--- config.mk ---
export PLATFORM = sky130hd
export DESIGN_NAME = seg7_scan_driver
export DESIGN_NICKNAME = d
export VERILOG_FILES = /design/src/rtl/seg7_pkg.sv /design/src/rtl/seg7_decode.sv /design/src/rtl/seg7_scan_driver.sv
export SDC_FILE = /design/constraint.sdc
export NUM_CORES = 1
export LEC_CHECK = 0
export CAP_MARGIN = 40
export CELL_PAD_IN_SITES_DETAIL_PLACEMENT = 1
export CELL_PAD_IN_SITES_GLOBAL_PLACEMENT = 1
export CORE_UTILIZATION = 42
export DETAILED_ROUTE_END_ITERATION = 7
export PLACE_DENSITY_LB_ADDON = 0.3
export SYNTH_ARGS = -nofsm -noshare
export SYNTH_HDL_FRONTEND = slang
export SYNTH_SLANG_ARGS = --single-unit
export TNS_END_PERCENT = 20
--- constraint.sdc ---
create_clock -name clk -period 4.75 [get_ports clk]
set_input_delay 1.425 -clock clk [delete_from_list [all_inputs] [get_ports clk]]
set_output_delay 1.425 -clock clk [all_outputs]
set_load 0.1 [all_outputs]
--- src/rtl/seg7_pkg.sv ---
// Shared seven-segment glyph set and code-to-segment lookup.
// Bit order is {g,f,e,d,c,b,a}; segment a is bit 0.
package seg7_pkg;

  localparam logic [6:0] SEG_0     = 7'h3F;
  localparam logic [6:0] SEG_1     = 7'h06;
  localparam logic [6:0] SEG_2     = 7'h5B;
  localparam logic [6:0] SEG_3     = 7'h4F;
  localparam logic [6:0] SEG_4     = 7'h66;
  localparam logic [6:0] SEG_5     = 7'h6D;
  localparam logic [6:0] SEG_6     = 7'h7D;
  localparam logic [6:0] SEG_7     = 7'h07;
  localparam logic [6:0] SEG_8     = 7'h7F;
  localparam logic [6:0] SEG_9     = 7'h6F;
  localparam logic [6:0] SEG_A     = 7'h77;
  localparam logic [6:0] SEG_B     = 7'h7C;
  localparam logic [6:0] SEG_C     = 7'h39;
  localparam logic [6:0] SEG_D     = 7'h5E;
  localparam logic [6:0] SEG_E     = 7'h79;
  localparam logic [6:0] SEG_F     = 7'h71;
  localparam logic [6:0] SEG_BLANK = 7'h00;

  // Codes 10-15 render as letters only when hex_en is set, otherwise dark.
  function automatic logic [6:0] seg7_glyph(input logic [3:0] code, input logic hex_en);
    logic [6:0] g;
    case (code)
      4'h0:    g = SEG_0;
      4'h1:    g = SEG_1;
      4'h2:    g = SEG_2;
      4'h3:    g = SEG_3;
      4'h4:    g = SEG_4;
      4'h5:    g = SEG_5;
      4'h6:    g = SEG_6;
      4'h7:    g = SEG_7;
      4'h8:    g = SEG_8;
      4'h9:    g = SEG_9;
      4'hA:    g = hex_en ? SEG_A : SEG_BLANK;
      4'hB:    g = hex_en ? SEG_B : SEG_BLANK;
      4'hC:    g = hex_en ? SEG_C : SEG_BLANK;
      4'hD:    g = hex_en ? SEG_D : SEG_BLANK;
      4'hE:    g = hex_en ? SEG_E : SEG_BLANK;
      4'hF:    g = hex_en ? SEG_F : SEG_BLANK;
      default: g = SEG_BLANK;
    endcase
    return g;
  endfunction

endpackage

--- src/rtl/seg7_decode.sv ---
// Pure combinational 4-bit code to seven-segment glyph decoder.
// Shared by every display user so the glyph table lives in one place.
module seg7_decode
  import seg7_pkg::*;
#(
  parameter bit HEX_EN = 1'b0
) (
  input  logic [3:0] i_code,
  output logic [6:0] o_seg
);

  assign o_seg = seg7_glyph(i_code, HEX_EN);

endmodule

--- src/rtl/seg7_scan_driver.sv ---
// Time-multiplexed N-digit seven-segment driver: shadow capture on load,
// one digit per refresh slot, optional leading-zero blanking and pin polarity.
module seg7_scan_driver
  import seg7_pkg::*;
#(
  parameter int NUM_DIGITS  = 4,
  parameter int REFRESH_DIV = 4,
  parameter bit HEX_EN      = 1'b0,
  parameter bit BLANK_LZ    = 1'b0,
  parameter bit ACTIVE_LOW  = 1'b0,
  localparam int IDXW       = (NUM_DIGITS > 1) ? $clog2(NUM_DIGITS) : 1
) (
  input  logic                    clk,
  input  logic                    rst_n,
  input  logic                    load,
  input  logic [4*NUM_DIGITS-1:0] value_in,
  input  logic [NUM_DIGITS-1:0]   dp_in,
  input  logic                    blank,
  output logic [6:0]              seg,
  output logic                    dp,
  output logic [NUM_DIGITS-1:0]   dig_en,
  output logic [IDXW-1:0]         dig_idx,
  output logic                    frame
);

  localparam int                    CW       = (REFRESH_DIV > 1) ? $clog2(REFRESH_DIV) : 1;
  localparam logic [CW-1:0]         CNT_LAST = CW'(REFRESH_DIV - 1);
  localparam logic [IDXW-1:0]       IDX_LAST = IDXW'(NUM_DIGITS - 1);
  localparam logic                  POL      = ACTIVE_LOW;
  localparam logic [6:0]            SEG_OFF  = {7{POL}};
  localparam logic [NUM_DIGITS-1:0] EN_OFF   = {NUM_DIGITS{POL}};

  logic [CW-1:0]           r_cnt;
  logic [CW-1:0]           w_cnt_nxt;
  logic [IDXW-1:0]         r_idx;
  logic [IDXW-1:0]         w_idx_nxt;
  logic                    w_tick;
  logic                    w_wrap;
  logic [4*NUM_DIGITS-1:0] r_val;
  logic [NUM_DIGITS-1:0]   r_dpv;
  logic [NUM_DIGITS-1:0]   w_lz;
  logic                    w_zero_run;
  logic [3:0]              w_code;
  logic                    w_dp_sel;
  logic                    w_lz_sel;
  logic [6:0]              w_glyph;
  logic [NUM_DIGITS-1:0]   w_en_raw;
  logic [6:0]              w_seg_pin;
  logic                    w_dp_pin;
  logic [NUM_DIGITS-1:0]   w_en_pin;
  logic [6:0]              r_seg;
  logic                    r_dp;
  logic [NUM_DIGITS-1:0]   r_en;
  logic                    r_frame;

  // Refresh tick and next scan position; explicit compares avoid relying on wrap-around.
  always_comb begin
    w_tick = (r_cnt == CNT_LAST);
    w_wrap = w_tick && (r_idx == IDX_LAST);
    if (w_tick) begin
      w_cnt_nxt = {CW{1'b0}};
    end else begin
      w_cnt_nxt = r_cnt + CW'(1);
    end
    if (w_wrap) begin
      w_idx_nxt = {IDXW{1'b0}};
    end else if (w_tick) begin
      w_idx_nxt = r_idx + IDXW'(1);
    end else begin
      w_idx_nxt = r_idx;
    end
  end

  // Refresh counter and scan index.
  always_ff @(posedge clk or negedge rst_n) begin
    if (!rst_n) begin
      r_cnt <= {CW{1'b0}};
      r_idx <= {IDXW{1'b0}};
    end else begin
      r_cnt <= w_cnt_nxt;
      r_idx <= w_idx_nxt;
    end
  end

  // Shadow capture; back-to-back loads simply overwrite.
  always_ff @(posedge clk or negedge rst_n) begin
    if (!rst_n) begin
      r_val <= {(4*NUM_DIGITS){1'b0}};
      r_dpv <= {NUM_DIGITS{1'b0}};
    end else if (load) begin
      r_val <= value_in;
      r_dpv <= dp_in;
    end
  end

  // Leading-zero mask: a digit blanks when it and everything above it is zero; digit 0 never blanks.
  always_comb begin
    w_zero_run = 1'b1;
    w_lz       = {NUM_DIGITS{1'b0}};
    for (int k = NUM_DIGITS - 1; k >= 0; k--) begin
      w_zero_run = w_zero_run & (r_val[4*k +: 4] == 4'h0);
      w_lz[k]    = BLANK_LZ && w_zero_run && (k != 0);
    end
  end

  // AND-OR select of the digit that the next scan position will show.
  always_comb begin
    w_code   = 4'h0;
    w_dp_sel = 1'b0;
    w_lz_sel = 1'b0;
    w_en_raw = {NUM_DIGITS{1'b0}};
    for (int k = 0; k < NUM_DIGITS; k++) begin
      w_en_raw[k] = (w_idx_nxt == IDXW'(k));
      w_code      = w_code | (r_val[4*k +: 4] & {4{w_en_raw[k]}});
      w_dp_sel    = w_dp_sel | (r_dpv[k] & w_en_raw[k]);
      w_lz_sel    = w_lz_sel | (w_lz[k] & w_en_raw[k]);
    end
  end

  seg7_decode #(
    .HEX_EN (HEX_EN)
  ) u_decode (
    .i_code (w_code),
    .o_seg  (w_glyph)
  );

  // Blank override and pin polarity; XOR with the off pattern inverts for active-low pins.
  always_comb begin
    if (blank) begin
      w_seg_pin = SEG_OFF;
      w_dp_pin  = POL;
      w_en_pin  = EN_OFF;
    end else begin
      w_seg_pin = (w_lz_sel ? SEG_BLANK : w_glyph) ^ SEG_OFF;
      w_dp_pin  = w_dp_sel ^ POL;
      w_en_pin  = w_en_raw ^ EN_OFF;
    end
  end

  // Output registers.
  always_ff @(posedge clk or negedge rst_n) begin
    if (!rst_n) begin
      r_seg   <= SEG_OFF;
      r_dp    <= POL;
      r_en    <= EN_OFF;
      r_frame <= 1'b0;
    end else begin
      r_seg   <= w_seg_pin;
      r_dp    <= w_dp_pin;
      r_en    <= w_en_pin;
      r_frame <= w_wrap;
    end
  end

  assign seg     = r_seg;
  assign dp      = r_dp;
  assign dig_en  = r_en;
  assign dig_idx = r_idx;
  assign frame   = r_frame;

endmodule

==> flow_summary.ini, run 1 <==
[final_layout]
diodes = 0
syn_to_final_growth_pct = 41.6
drive_gt1_frac = 0.257
final_nets = 236
nFillCells = 415

[route]
top_layer_used = met4
num_vias = 1397
postRouteAntennaNets = 0
m1WireLength_mm = 1.72
post-route-drc-count = 0
vias_per_cell = 5.46
dr_wl_met2_mm = 2.35
wl_per_cell_um = 17.2
routed-wl-met3_um = 193
wirelength_mm = 4.40
firstDrtPassIters = 4
drtIter0Drc = 42

[sta]
hold_slack_ps = 445
worstMarginPinSlew_ps = 660
fin_crit_sh = 0.642
setup_violations = 0
hold_viol = 0
relSlewSlack = 0.559
fin_crit_ps = 3050
finalClockSkew_ps = 16.6
rsz0062_at_grt = false
postLayoutSetupSlackWorst_ps = 1700
setup-tns-final_ps = 0
max_freq_mhz = 328
finalMaxSlewViolations = 0

[setup_path]
worstSetupPathType = flip-flop to output port
critPathLaunchType = flip-flop
reg2reg_depth = 9
critical_path_arrival_ps = 1620
worst-path-max-fanout = 11
reg2reg_slack_ps = 2050
cp_data_required_time_ps = 3320
r2r-start = dig_idx[0]
reg2reg_to = seg[5]
cp-end-kind = output port

[floorplan]
core_um2 = 4030
dieArea_um2 = 4510
pin_count = 39
rows = 23
die_w_um = 67.2
initial_core_util = 0.443
die_h_um = 67.2

[clock_tree]
cts-root-buf = clkbuf_8
cts_tree = built
cts.sinks = 37
ctsHoldBuffers = 0
cts_setup_buffers = 0
insertion_delay_ps = 300
path_clk_slew_ps = 70
cts_max_level = 2
clock_path_buffers = 2
cts_buffers = 5
cts-resized-gates = 0

[synthesis]
syn_nets = 179
synth_area_um2 = 1780
ys.flop_type = dfrtp_1
yosysWarnings = 0
seq_area_frac_synth = 0.519
ys_ff_latch = 37
syn_inst = 148
synth.avg_cell_area_um2 = 12.1
ys_types = 40
synth-edff-count = 0
ys_async_sr_fraction = 1.00

[min_path]
hp-start = r_cnt[0]
min_to = r_cnt[0]
min_path_type = flip-flop to flip-flop
hold_depth = 1

[pwr]
ir_drop_uv = 177
cellLeakagePower_nw = 1.10
power_density_nw_per_um2 = 301

[global_route]
grt.overflow.total = 0
grt_pass1_vias = 1484
grt_max_degree = 38
grt_pass1_wl_mm = 7.21
grtUsageTotal = 0.225
antenna_found_initial = 0

[placement]
numPortBuffers = 38
gp_congestion = 0.769
hpwl_mm = 3.28
dp_slack_ps = 1880

[run_status]
status = finished, final reports clean

[job]
drv_cap = 0
==> synthesized netlist by cell type, types with 2 or more instances <==
cell type / n / share of area
ha_1: 7 / 0.049
nand3b_1: 2 / 0.0084
o21ai_0: 14 / 0.039
inv_1: 9 / 0.019
mux2_2: 17 / 0.11
o21ai_1: 4 / 0.011
o2111a_1: 2 / 0.013
mux2i_1: 2 / 0.011
o211ai_1: 2 / 0.0084
clkbuf_1: 2 / 0.0042
a21o_1: 2 / 0.0084
a21oi_1: 3 / 0.0084
nor2b_1: 2 / 0.0070
nor2_1: 6 / 0.013
nor3b_2: 2 / 0.014
nand2_1: 10 / 0.021
a31o_1: 2 / 0.0098
o211ai_2: 2 / 0.014
dfrtp_1: 37 / 0.52
==> critical path, cell delays in order, from the launching register on <==
cell and delay, ps:
dfrtp_1 530, clkdlybuf4s50_1 590, buf_8 200
==> per-stage QoR <==
step                      std cells  cell area [um^2]  utilization  total power [mW]
final                           256              2530        0.627             0.760
after global routing            256              2530        0.627             0.792
after CTS                       256              2530        0.627             0.764
after detailed placement        248              2440        0.607             0.551
after global placement          232              2200        0.547             0.515
after floorplan                 148              1780            -             0.465
==> how the worst max path moves through the flow <==
stage | cells after the start | start | slack (ps) | to
global route | 2 | dig_idx[0] | 1640 | dig_idx[0]
finish | 2 | dig_idx[0] | 1700 | dig_idx[0]
CTS | 2 | dig_idx[0] | 1690 | dig_idx[0]
detailed placement | 3 | load | 1880 | r_dpv[3]
global placement | 1 | dig_idx[0] | 1650 | dig_idx[0]
floorplan | 9 | dig_idx[0] | 1920 | seg[5]
==> power by group <==
group          total, mW  internal [mW]  switching [mW]
clock network      0.215          0.102           0.113
registers          0.351          0.340          0.0112
logic              0.194         0.0829           0.111
==> flip-flops by register name, indices dropped and copies added (netlist names) <==
name and cells:
r_val 16, seg 7, dig_en 4, r_dpv 4, dig_idx 2, r_cnt 2, dp 1, frame 1
==> logic make-up (layout without fill, tap and decap cells) <==
logic type | Yosys count | in the layout | share of synthesized area
adders and majority gates | 7 | 7 | 0.0491
and+or+nand+nor | 34 | 34 | 0.133
muxes | 19 | 19 | 0.119
buffers and inverters | 14 | 72 | 0.0365
AOI/OAI and AO/OA | 37 | 37 | 0.144
DFF | 37 | 37 | 0.519
==> per-layer routing <==
| metal | GRT usage | vias up |
|---|---|---|
| met5 | 0 | - |
| met4 | 0.138 | 0 |
| met3 | 0.0439 | 13 |
| met2 | 0.375 | 45 |
| met1 | 0.266 | 697 |
| li1 | - | 642 |
==> cell type report <==
type | instances | area, um^2 | share of cell area
inverter | 9 | 33.8 | 0.0134
tap | 50 | 62.6 | 0.0248
sequential | 37 | 926 | 0.367
clock buffer | 6 | 72.6 | 0.0287
timing repair buffer | 55 | 628 | 0.249
multi-input combinational | 97 | 793 | 0.314
clock inverter | 2 | 10.0 | 0.00396
==> cell usage in the layout (no fill, tap or decap), types with 2 or more instances in the layout <==
cell type / count
o211ai_2: 2
a31o_1: 2
o211ai_1: 2
mux2i_1: 2
nor2b_1: 2
clkdlybuf4s50_1: 38
dfrtp_1: 37
buf_8: 16
nand3b_1: 2
o21ai_0: 14
a21o_1: 2
ha_1: 7
o2111a_1: 2
nand2_1: 10
nor3b_2: 2
clkbuf_8: 5
nor2_1: 6
o21ai_1: 4
a21oi_1: 3
clkinv_2: 2
mux2_2: 17
inv_1: 9
Note: power is estimated with default switching activity, not from simulation.
==> inputs of run 2 (changes only) <==
--- a/config.mk
+++ b/config.mk
@@ -8,7 +8,7 @@
 export CAP_MARGIN = 40
 export CELL_PAD_IN_SITES_DETAIL_PLACEMENT = 1
 export CELL_PAD_IN_SITES_GLOBAL_PLACEMENT = 1
-export CORE_UTILIZATION = 42
+export CORE_UTILIZATION = 39
 export DETAILED_ROUTE_END_ITERATION = 7
 export PLACE_DENSITY_LB_ADDON = 0.3
 export SYNTH_ARGS = -nofsm -noshare
==> constraint.sdc (replaced) <==
create_clock -name clk -period 2.85 [get_ports clk]
set_input_delay 0.855 -clock clk [delete_from_list [all_inputs] [get_ports clk]]
set_output_delay 0.855 -clock clk [all_outputs]
set_load 0.1 [all_outputs]
==> run 2 against run 1 <==
Compared with the run above: core utilization is 11 points lower; clock skew is 15 ps lower; global-route usage is 4.3 points lower; die area is 7.5% higher; first-iteration DRC count is 33% higher; sequential power is 67% higher; design area is 9.9% lower; non-clock buffer count is 15 lower; via count is 8.9% lower; total power is 65% higher; largest cell class unchanged; largest power group unchanged.
==> flow_summary.ini, run 2 (same netlist as run 1, synthesis figures left out) <==
[clock_tree]
cts_buffers = 5
cts.sinks = 37
insertion_delay_ps = 290
clock_path_buffers = 2
cts-root-buf = clkbuf_8
cts_setup_buffers = 0
cts-resized-gates = 0
cts_max_level = 2
ctsHoldBuffers = 0
cts_tree = built
path_clk_slew_ps = 70

[placement]
hpwl_mm = 2.91
place_area_um2 = 2180
numPortBuffers = 38
gp_congestion = 0.821

[floorplan]
rows = 24
pin_count = 39
die_h_um = 69.6
die_w_um = 69.6
initial_core_util = 0.407
dieArea_um2 = 4850
core_um2 = 4380

[global_route]
antenna_found_initial = 0
grt_pass1_wl_mm = 6.80
grt_pass1_vias = 1420
grtUsageTotal = 0.182
grt_max_degree = 38
grt.overflow.total = 0

[setup_path]
reg2reg_depth = 9
critPathLaunchType = flip-flop
reg2reg_slack_ps = 260
cp_data_required_time_ps = 3030
worst-path-max-fanout = 11
worstSetupPathType = flip-flop to flip-flop
cp-end-kind = flip-flop
critical_path_arrival_ps = 2770

[pwr]
p_seq_frac = 0.469
clkPwrFrac = 0.315
cellInternalPower_mw = 0.881
swShare = 0.295
netSwitchingPower_mw = 0.369
totalPowerFinal_mw = 1.25
cellLeakagePower_nw = 1.02
power_frac_comb = 0.215
ir_drop_uv = 293
power_density_nw_per_um2 = 549

[final_layout]
utilization = 0.519
diodes = 0
final_common_cell = dfrtp_1
largest_register_ffs = 16
seq_area_um2 = 926
layout_common_cells = dfrtp_1, clkdlybuf4s50_1, mux2_2, buf_4, o21ai_0
final_nets = 221
final_cell_area_um2 = 2280
syn_to_final_growth_pct = 27.6
nFillCells = 467
top_register = r_val
multi_input_comb_area_um2 = 793
drive_gt1_frac = 0.283

[route]
vias_per_cell = 5.23
wirelength_mm = 3.95
wl_per_cell_um = 16.3
drtIter0Drc = 56
postRouteAntennaNets = 0
num_vias = 1272
firstDrtPassIters = 3
post-route-drc-count = 0

[sta]
setup_violations = 0
fin_crit_ps = 2590
rsz0062_at_grt = false
setup-tns-final_ps = 0
finalClockSkew_ps = 2.06
finalMaxSlewViolations = 0
max_freq_mhz = 387
worstMarginPinSlew_ps = 562
relSlewSlack = 0.625
fin_crit_sh = 0.907
hold_slack_ps = 441
hold_viol = 0

[run_status]
status = finished, final reports clean

[min_path]
min_path_type = flip-flop to flip-flop
hold_depth = 1

[job]
drv_cap = 0
run 2: cell count changes in the layout (fill, tap and decap cells not counted):
cell,change
buf_4,+16
clkbuf_1,-1
clkbuf_8,+2
buf_8,-16
clkdlybuf4s50_1,-15
clkinv_2,-1
run 2: critical path, cell delays in order (launching register included):
cell,delay (ps)
dfrtp_1,500
ha_1,420
nor4b_2,520
o21ai_0,190
o2111ai_2,180
inv_1,150
ha_1,240
inv_1,60
mux2i_1,60
a21o_1,160
run 2: through the flow:
step	worst slack, ps	instances
floorplan	18.5	148
CTS	281	243
detailed placement	294	235
finish	264	243
global route	44.5	243
global placement	498	235
run 2: final cells by class:
class / instances / share of cell area
tap: 52 / 0.0286
multi-input combinational: 97 / 0.348
inverter: 9 / 0.0148
sequential: 37 / 0.407
clock inverter: 1 / 0.00220
clock buffer: 7 / 0.0423
timing repair buffer: 40 / 0.157
run 2: worst paths after layout:
check,startpoint,to
max,dig_idx[0],seg[5]
min,r_cnt[0],r_cnt[0]
max reg2reg,dig_idx[0],seg[5]
min reg2reg,r_cnt[0],r_cnt[0]
max in group asynchronous,rst_n,r_val[9]
min in group asynchronous,rst_n,r_val[13]
run 2: power groups by stage:
stage | sequential [mW] | clock, mW | combinational [mW]
2_1_floorplan | 0.687 | 0 | 0.0879
5_1_grt | 0.590 | 0.433 | 0.287
3_3_place_gp | 0.596 | 0 | 0.264
6_report | 0.586 | 0.394 | 0.269
4_1_cts | 0.587 | 0.415 | 0.273
3_5_place_dp | 0.597 | 0 | 0.271
run 2: routing by layer:
metal	share of wire	global-route usage
met2	0.51	0.314
met1	0.44	0.212
met3	0.038	0.0480
met5	0	0
met4	0.013	0.0778
==> inputs of run 3 (changes only) <==
--- a/config.mk
+++ b/config.mk
@@ -9,6 +9,7 @@
 export CELL_PAD_IN_SITES_DETAIL_PLACEMENT = 1
 export CELL_PAD_IN_SITES_GLOBAL_PLACEMENT = 1
 export CORE_UTILIZATION = 39
+export CTS_CLUSTER_SIZE = 16
 export DETAILED_ROUTE_END_ITERATION = 7
 export PLACE_DENSITY_LB_ADDON = 0.3
 export SYNTH_ARGS = -nofsm -noshare
==> results of run 3 <==
Final layout, timing and power as in run 2 (identical DEF).
